**src/rtl/reg_stack_ctrl.sv**
```systemverilog
// rtl/reg_stack_ctrl.sv - push/pop sequencer for the 9-lane register-file context stack
// Drives the shared RAM address/write enable and tracks stack pointer, status and sticky errors.
module reg_stack_ctrl #(
  parameter int ADDR_W = 6,
  parameter int DEPTH  = 64,
  parameter int RD_LAT = 1
) (
  input  logic              clk,
  input  logic              rst_n,
  input  logic              push_req,
  input  logic              pop_req,
  input  logic              clr,
  output logic [ADDR_W-1:0] stack_addr,
  output logic              stack_wren,
  output logic              restore_en,
  output logic              done,
  output logic              busy,
  output logic [ADDR_W:0]   sp,
  output logic              full,
  output logic              empty,
  output logic              err_ovf,
  output logic              err_unf
);

  localparam int CNT_W = (RD_LAT > 1) ? $clog2(RD_LAT) : 1;
  localparam logic [ADDR_W:0]  DEPTH_V  = (ADDR_W+1)'(DEPTH);
  localparam logic [CNT_W-1:0] LAST_CNT = CNT_W'(RD_LAT - 1);

  typedef enum logic [1:0] {S_IDLE, S_WRITE, S_READ} state_t;

  state_t              state_q, state_d;
  logic [ADDR_W:0]     sp_q, sp_d;
  logic [ADDR_W-1:0]   addr_q, addr_d;
  logic [ADDR_W-1:0]   top_addr;
  logic [CNT_W-1:0]    cnt_q, cnt_d;
  logic                wren_q, wren_d;
  logic                restore_q, restore_d;
  logic                done_q, done_d;
  logic                busy_q, busy_d;
  logic                ovf_q, ovf_d;
  logic                unf_q, unf_d;

  assign full  = (sp_q == DEPTH_V);
  assign empty = (sp_q == '0);
  // Low bits minus one also yields DEPTH-1 when sp == DEPTH == 2**ADDR_W.
  assign top_addr = sp_q[ADDR_W-1:0] - ADDR_W'(1);

  always_comb begin
    state_d   = state_q;
    sp_d      = sp_q;
    addr_d    = addr_q;
    cnt_d     = cnt_q;
    wren_d    = wren_q;
    restore_d = 1'b0;
    done_d    = 1'b0;
    ovf_d     = ovf_q;
    unf_d     = unf_q;
    if (clr) begin
      state_d = S_IDLE;
      sp_d    = '0;
      cnt_d   = '0;
      wren_d  = 1'b0;
      ovf_d   = 1'b0;
      unf_d   = 1'b0;
    end else begin
      case (state_q)
        S_IDLE: begin
          if (push_req) begin
            if (full) begin
              ovf_d = 1'b1;
            end else begin
              addr_d  = sp_q[ADDR_W-1:0];
              wren_d  = 1'b1;
              state_d = S_WRITE;
            end
          end else if (pop_req) begin
            if (empty) begin
              unf_d = 1'b1;
            end else begin
              addr_d  = top_addr;
              cnt_d   = '0;
              state_d = S_READ;
            end
          end
        end
        S_WRITE: begin
          wren_d  = 1'b0;
          sp_d    = sp_q + (ADDR_W+1)'(1);
          done_d  = 1'b1;
          state_d = S_IDLE;
        end
        S_READ: begin
          // Strobe lands in the cycle the RAM output carries the popped entry.
          if (cnt_q == LAST_CNT) begin
            restore_d = 1'b1;
            done_d    = 1'b1;
            sp_d      = sp_q - (ADDR_W+1)'(1);
            state_d   = S_IDLE;
          end else begin
            cnt_d = cnt_q + CNT_W'(1);
          end
        end
        default: state_d = S_IDLE;
      endcase
    end
    busy_d = (state_d != S_IDLE);
  end

  always_ff @(posedge clk or negedge rst_n) begin
    if (!rst_n) begin
      state_q   <= S_IDLE;
      sp_q      <= '0;
      addr_q    <= '0;
      cnt_q     <= '0;
      wren_q    <= 1'b0;
      restore_q <= 1'b0;
      done_q    <= 1'b0;
      busy_q    <= 1'b0;
      ovf_q     <= 1'b0;
      unf_q     <= 1'b0;
    end else begin
      state_q   <= state_d;
      sp_q      <= sp_d;
      addr_q    <= addr_d;
      cnt_q     <= cnt_d;
      wren_q    <= wren_d;
      restore_q <= restore_d;
      done_q    <= done_d;
      busy_q    <= busy_d;
      ovf_q     <= ovf_d;
      unf_q     <= unf_d;
    end
  end

  assign stack_addr = addr_q;
  assign stack_wren = wren_q;
  assign restore_en = restore_q;
  assign done       = done_q;
  assign busy       = busy_q;
  assign sp         = sp_q;
  assign err_ovf    = ovf_q;
  assign err_unf    = unf_q;

endmodule

```
**config.mk**
```make
export PLATFORM = sky130hd
export DESIGN_NAME = reg_stack_ctrl
export DESIGN_NICKNAME = d
export VERILOG_FILES = /design/src/rtl/reg_stack_ctrl.sv
export SDC_FILE = /design/constraint.sdc
export NUM_CORES = 1
export LEC_CHECK = 0
export ABC_AREA = 1
export BUFFER_PORTS_ARGS = -buffer_cell sky130_fd_sc_hd__buf_2
export CAP_MARGIN = 0
export CORE_MARGIN = 3
export CORE_UTILIZATION = 49
export CTS_CLUSTER_SIZE = 14
export DETAILED_ROUTE_END_ITERATION = 16
export HOLD_SLACK_MARGIN = 0.02
export PLACE_DENSITY = 0.75
export REMOVE_ABC_BUFFERS = 1
export SYNTH_ARGS = -nofsm -noshare
export SYNTH_HDL_FRONTEND = slang
export SYNTH_SLANG_ARGS = --single-unit
```
**constraint.sdc**
```tcl
create_clock -name clk -period 1.6 [get_ports clk]
set_input_delay 0.16 -clock clk [delete_from_list [all_inputs] [get_ports clk]]
set_output_delay 0.16 -clock clk [all_outputs]
set_load 0.02 [all_outputs]
```
==> results.py, run 1 <==
metrics = {
    "status": {
        "status": "complete, but fails checks",
        "violations": "setup timing",
    },
    "clock_tree": {
        "insertion_delay_ns": 0.31,
        "h-tree-depth": 1,
        "cts_sinks": 21,
        "cts_tree": "built",
        "cts_buffers": 3,
        "cts.path.max_buffers": 2,
        "cts_root_buf": "clkbuf_4",
        "clkSlewWorstSetupHoldPaths_ns": 0.12,
    },
    "floorplan": {
        "fp.dieH_um": 58.61,
        "dieArea_sq_um": 3435,
        "core_sq_um": 2545,
        "die_w_um": 58.61,
        "num_io_pins": 26,
        "start_util_pct": 53.29,
        "rows": 18,
    },
    "grt": {
        "grt_max_degree": 22,
        "grt_pass1_wl_um": 5582,
        "grt_antenna_before_repair": 0,
        "top_usage_layer": "met2",
        "grt_pass1_vias": 1308,
        "use_met2_pct": 36.04,
        "overflow": 0,
        "use_met3_pct": 3.289,
        "use_met1_pct": 26.48,
        "grt_util_all_layers_pct": 20.87,
    },
    "drt": {
        "antenna_left": 0,
        "drt_iter0_markers": 105,
        "vias": 1501,
        "wirelength_um": 4046,
        "wl_per_cell_um": 14.99,
        "firstDrtPassIters": 4,
        "remaining_drc_errors": 0,
        "vias_per_cell": 5.559,
    },
    "critical_path": {
        "end_kind": "register",
        "critPathMaxFanout": 7,
        "reg2reg_slack_ns": -0.04,
        "critical_path_required_ns": 1.81,
        "start_kind": "register",
        "cp.arrival_ns": 1.85,
        "worstSetupPathType": "register to register",
    },
    "layout": {
        "drive_gt1_share_pct": 45.00,
        "antenna_cells": 0,
        "layout_commonest_cell": "nand2_1",
        "nets": 254,
        "final_area_sq_um": 1926,
        "final_cell_mix": "39 x nand2_1, 23 x buf_2, 23 x buf_4, 21 x dfrtp_1, 17 x nand2_2",
        "syn_to_final_growth_pct": 41.97,
    },
    "synthesis": {
        "yosysWarnings": 0,
        "syn_area_sq_um": 1356,
        "syn_avg_cell_area_sq_um": 7.331,
        "syn_inst": 185,
        "yosysUniqueCellTypes": 25,
        "ys_seq_area_share_pct": 38.75,
        "synth-seq-cells": 21,
    },
    "power": {
        "cellLeakagePower_nw": 1.015,
        "swShare_pct": 49.45,
        "power.density_nw_per_um2": 1710,
        "ir_drop_uv": 1355,
        "power_frac_clock_pct": 8.2,
        "share_seq_of_total_power_pct": 26.0,
        "p_comb_share_pct": 65.8,
        "p_sw_mw": 1.629,
        "internal-power_mw": 1.665,
    },
    "place": {
        "placed_area_sq_um": 1643,
        "hpwl_um": 2494,
        "gp_congestion": 0.8946,
        "io_buffers": 25,
    },
    "run": {
        "drv_cap": 0,
    },
    "sta": {
        "worstMarginPinSlew_ns": 0.4644,
        "final-setup-viol-count": 5,
        "slew_headroom_pct": 69.04,
        "fin_crit_ns": 1.636,
        "setup_slack_ns": -0.03630,
        "fin_skew_ns": 0.001557,
        "slew_violations": 0,
        "fmax_mhz": 611.1,
        "rsz0062_at_grt": "yes",
        "hold_violations": 0,
        "fin_crit_sh_pct": 102.3,
        "tns_ns": -0.1050,
    },
    "min_path": {
        "min_path_type": "input pin to register",
    },
}
## layout make-up
| type | instances | area (sq um) |
|---|---|---|
| timing repair buffer | 51 | 342.8 |
| sequential | 21 | 525.5 |
| tap | 30 | 37.54 |
| multi-input combinational | 135 | 882.1 |
| clock buffer | 4 | 26.28 |
| inverter | 29 | 111.4 |
| fill | 180 | 619.3 |
## power by group through the flow
stage / registers, mW / clock network (mW) / logic [mW]
6_report: 0.857 / 0.270 / 2.17
3_5_place_dp: 0.847 / 0 / 1.63
5_1_grt: 0.878 / 0.295 / 2.34
2_1_floorplan: 1.05 / 0 / 0.823
4_1_cts: 0.842 / 0.271 / 1.76
3_3_place_gp: 0.839 / 0 / 1.58
## stage by stage
| stage | instances | hold WS [ns] | worst slack (ns) | util (%) | power [mW] |
|---|---|---|---|---|---|
| 6_report | 270 | 0.1350 | -0.03630 | 75.66 | 3.294 |
| 5_1_grt | 270 | 0.1195 | -0.1730 | 75.66 | 3.509 |
| 2_1_floorplan | 184 | -0.1356 | -0.2592 | - | 1.870 |
| 3_3_place_gp | 257 | 0.1372 | -0.06518 | 64.55 | 2.424 |
| 4_1_cts | 265 | 0.09848 | -0.03073 | 68.29 | 2.877 |
| 3_5_place_dp | 257 | 0.1468 | -0.1596 | 64.55 | 2.476 |
## cells in the mapped netlist
cell type	n	area share (%)
nor2_2	1	0.46
buf_6	1	0.83
nand3_1	16	5.9
o21ai_2	1	0.65
or2_1	1	0.46
o21ai_0	6	2.2
o21ai_4	1	1.2
ha_1	8	7.4
inv_2	5	1.4
o21bai_1	2	1.1
nand2_2	1	0.46
o21ai_1	4	1.5
dfrtp_1	21	39
nor2_1	19	5.3
a31oi_1	1	0.46
o22ai_1	2	0.92
nand2_1	55	15
nand2_4	1	0.83
nand3_2	2	1.5
xor2_1	6	3.9
nor3_1	1	0.37
nand4_1	1	0.46
a21oi_1	4	1.5
inv_1	24	6.6
nor3_2	1	0.74
## critical path: stages, from the launching register on
cell     delay, ns
dfrtp_1       0.41
inv_2         0.09
ha_4          0.18
buf_4         0.17
nand2_1       0.12
a21oi_2       0.22
inv_1         0.08
nand2_2       0.09
nand2_2       0.05
nand2_1       0.07
o22ai_1       0.06
## metal layers
metal / up-vias / wire (um) / part of all wire, %
met5: - / 0 / 0
met4: 0 / 234 / 5.8
met3: 33 / 307 / 7.6
met2: 87 / 1950 / 48
met1: 692 / 1553 / 38
li1: 689 / - / -
## path summary, 6_finish.rpt
path                               start            end  cells after the start
min reg2reg                stack_addr[2]  stack_addr[2]                      2
min                              pop_req        err_unf                      3
max reg2reg                   state_q[0]          sp[4]                     10
max                           state_q[0]          sp[4]                     10
max in group asynchronous          rst_n     state_q[1]                      2
min in group asynchronous          rst_n  stack_addr[3]                      2
## state kept, by name, summed over array words and instances, names as in the netlist
register    cells
restore_en      1
sp              7
stack_wren      1
err_ovf         1
stack_addr      6
state_q         2
done            1
busy            1
err_unf         1
## timing repair
| action | in CTS | in global routing |
|---|---|---|
| pin swaps | 9 | 16 |
| buffers inserted | 3 | 4 |
| gates resized for setup | 12 | 47 |
| setup endpoints to repair | 11 | 17 |
| endpoints found under the hold margin | 21 | 0 |
| hold buffers | 1 | 0 |
| cloned | 0 | 1 |
## kinds of logic after synthesis
| group | after synthesis | share of synthesized area (%) |
|---|---|---|
| AND/OR/NAND/NOR | 99 | 31.64 |
| buffers and inverters | 30 | 8.856 |
| AO/OA/AOI/OAI | 21 | 9.502 |
| flip-flops | 21 | 38.75 |
| adder cells (fa/ha/maj) | 8 | 7.380 |
| XOR/XNOR | 6 | 3.875 |
(Power assumes the default switching activity.)
==> run 2, diff against run 1 <==
--- a/config.mk
+++ b/config.mk
@@ -5,7 +5,7 @@
 export SDC_FILE = /design/constraint.sdc
 export NUM_CORES = 1
 export LEC_CHECK = 0
-export ABC_AREA = 1
+export ABC_AREA = 0
 export BUFFER_PORTS_ARGS = -buffer_cell sky130_fd_sc_hd__buf_2
 export CAP_MARGIN = 0
 export CORE_MARGIN = 3
==> run 2 against run 1 <==
Against the previous run: the run still ends with setup timing left; final area is 7.0% higher; non-clock buffer count is 14 higher; power is 35% lower; global-route usage is 6.0 points higher; cell count is 14% lower; synthesized cell count is 24% lower; first-iteration DRC count is 20% lower; worst hold slack worse by 0.0051 ns; sequential cell count stayed put; critical path type unchanged; critical endpoint is now stack_addr[1]; largest cell class unchanged.
==> results.py, run 2 <==
metrics = {
    "synthesis": {
        "syn_inst": 141,
        "yosysWarnings": 0,
        "synth-edff-count": 0,
        "yosys.cell_count.top_type": "dfrtp_1",
        "synth_top_area_share_pct": 38.57,
        "synth_flop_cell": "dfrtp_1",
        "syn_area_sq_um": 1363,
        "yosysUniqueCellTypes": 39,
        "synth_common_cells": "21 x dfrtp_1, 12 x a21oi_1, 9 x inv_1, 9 x nand2_1, 9 x nor2_1",
        "ys_seq_area_share_pct": 38.57,
        "syn_avg_cell_area_sq_um": 9.664,
        "synthArstFlopShare_pct": 100.0,
        "synth-seq-cells": 21,
        "synth_area_leaders": "dfrtp_1 39%, mux2_4 7.7%, ha_1 7.3%",
        "synth_top_area_cell": "dfrtp_1",
    },
    "place": {
        "hpwl_um": 2632,
        "place_ws_ns": -0.4691,
        "io_buffers": 25,
        "gp_congestion": 0.9117,
    },
    "drt": {
        "firstDrtPassIters": 4,
        "antenna_left": 0,
        "wl_per_cell_um": 19.07,
        "vias_per_cell": 6.030,
        "remaining_drc_errors": 0,
        "vias": 1405,
        "drt_iter0_markers": 84,
        "wirelength_um": 4443,
    },
    "critical_path": {
        "start_kind": "register",
        "critPathLaunch": "sp[1]",
        "r2r-end": "stack_addr[1]",
        "reg2reg_slack_ns": -0.55,
        "worstSetupPathType": "register to register",
        "crit_chain": "inv_2 -> ha_4 -> or4b_4 -> o31ai_2 -> mux2_4 -> nor2_4 -> mux2_4",
        "end_kind": "register",
        "cpMostUsedCell": "mux2_4",
        "rr_worst_depth": 7,
        "critPathMaxFanout": 6,
        "critical_path_required_ns": 1.82,
        "cp.arrival_ns": 2.37,
        "cpMaxStageDelayCell": "or4b_4",
        "crit_end": "stack_addr[1]",
        "slowest_delay_ns": 0.50,
        "regToRegStartpoint": "sp[1]",
    },
    "power": {
        "power.density_nw_per_um2": 1034,
        "share_seq_of_total_power_pct": 33.2,
        "p_comb_share_pct": 53.7,
        "p_sw_mw": 0.8320,
        "cellLeakagePower_nw": 0.9803,
        "power_mw": 2.129,
        "ir_drop_uv": 830.5,
        "swShare_pct": 39.08,
        "internal-power_mw": 1.297,
        "power_frac_clock_pct": 13.2,
    },
    "floorplan": {
        "dieArea_sq_um": 3449,
        "die_w_um": 58.73,
        "core_sq_um": 2567,
        "rows": 18,
        "fp.dieH_um": 58.73,
        "num_io_pins": 26,
        "start_util_pct": 53.07,
    },
    "clock_tree": {
        "h-tree-depth": 1,
        "clkSlewWorstSetupHoldPaths_ns": 0.13,
        "insertion_delay_ns": 0.33,
        "cts.path.max_buffers": 2,
        "cts_sinks": 21,
        "cts_buffers": 3,
        "cts_root_buf": "clkbuf_4",
        "cts_tree": "built",
    },
    "status": {
        "violations": "setup timing",
        "status": "complete, but fails checks",
    },
    "grt": {
        "overflow": 0,
        "grt_util_all_layers_pct": 26.89,
        "grt_max_degree": 22,
        "grt_pass1_wl_um": 6844,
        "grt_antenna_before_repair": 0,
        "grt_pass1_vias": 1414,
    },
    "layout": {
        "largest_reg_flops": 7,
        "syn_to_final_growth_pct": 51.15,
        "nets": 217,
        "post-route-util_pct": 80.21,
        "final_cell_mix": "31 x buf_4, 23 x buf_2, 21 x dfrtp_1, 9 x buf_6",
        "drive_gt1_share_pct": 55.17,
        "fillers": 149,
        "layout_commonest_cell": "buf_4",
        "antenna_cells": 0,
    },
    "sta": {
        "fin_skew_ns": 0.009820,
        "slew_violations": 0,
        "setup_slack_ns": -0.5516,
        "worstMarginPinSlew_ns": 0.4859,
        "fin_crit_ns": 2.152,
        "rsz0062_at_grt": "yes",
        "fmax_mhz": 464.8,
        "slew_headroom_pct": 67.61,
        "final-setup-viol-count": 19,
        "fin_crit_sh_pct": 134.5,
        "hold_violations": 0,
        "tns_ns": -7.781,
    },
    "run": {
        "drv_cap": 0,
    },
    "min_path": {
        "min_path_type": "input pin to register",
    },
}
==> run 2: worst max-delay path: cells and delay by family (launching register included) <==
family	cells	cell delay [ns]
buf+inv	1	0.09
compound gates	1	0.28
mux	2	0.54
fa+ha+maj	1	0.13
flops	1	0.42
simple gates	2	0.57
==> run 2: area by class of cell <==
type                            instances  area (sq um)  share of cell area [%]
Sequential cell                        21         525.5                   25.52
Multi-Input combinational cell        104         954.7                   46.35
Inverter                                9         36.28                   1.762
Tap cell                               30         37.54                   1.823
Clock buffer                            4         26.28                   1.276
Timing Repair Buffer                   65         479.2                   23.27
==> run 2: logic make-up after synthesis <==
group	synth area share [%]
adder cells (fa/ha/maj)	7.346
multiplexers	9.274
XOR/XNOR	5.143
buffers and inverters	4.408
AO/OA/AOI/OAI	15.52
AND/OR/NAND/NOR	19.74
flip-flops	38.57
==> run 2: routing by layer <==
layer	track usage, %	part of all wire, %	routed length (um)	vias up
met5	0	0	0	-
met4	17.15	4.3	193	0
met3	5.044	6.0	266	24
met2	43.06	50	2231	76
met1	32.97	39	1751	679
li1	-	-	-	626
==> run 2: how the worst min path moves through the flow <==
stage	end	slack [ns]	cells past startpoint	startpoint
global placement	stack_addr[0]	0.14	1	rst_n
global route	stack_wren	0.14	2	clr
floorplan	busy	-0.14	0	rst_n
detailed placement	stack_addr[1]	0.15	1	rst_n
finish	stack_wren	0.13	2	clr
CTS	stack_wren	0.12	2	clr
==> run 2: what timing repair did <==
action                                  4_1_cts  5_1_grt
buffers inserted                             12        5
hold buffers                                  1        0
resized for setup                            38       16
pin swaps                                    12        8
endpoints found under the setup margin       20       21
endpoints found under the hold margin        21        0
==> run 2: power groups by stage <==
stage | clock network (mW) | logic [mW] | registers (mW)
2_1_floorplan | 0 | 0.408 | 0.863
3_3_place_gp | 0 | 0.878 | 0.706
3_5_place_dp | 0 | 0.903 | 0.717
4_1_cts | 0.283 | 1.03 | 0.708
5_1_grt | 0.309 | 1.22 | 0.724
6_report | 0.281 | 1.14 | 0.706
==> run 2: metrics by stage <==
| step | hold WS [ns] | area (sq um) | cells |
|---|---|---|---|
| floorplan | -0.1356 | 1336 | 134 |
| global placement | 0.1369 | 1687 | 214 |
| detailed placement | 0.1523 | 1687 | 214 |
| CTS | 0.1183 | 1964 | 231 |
| global route | 0.1352 | 2059 | 233 |
| finish | 0.1299 | 2059 | 233 |
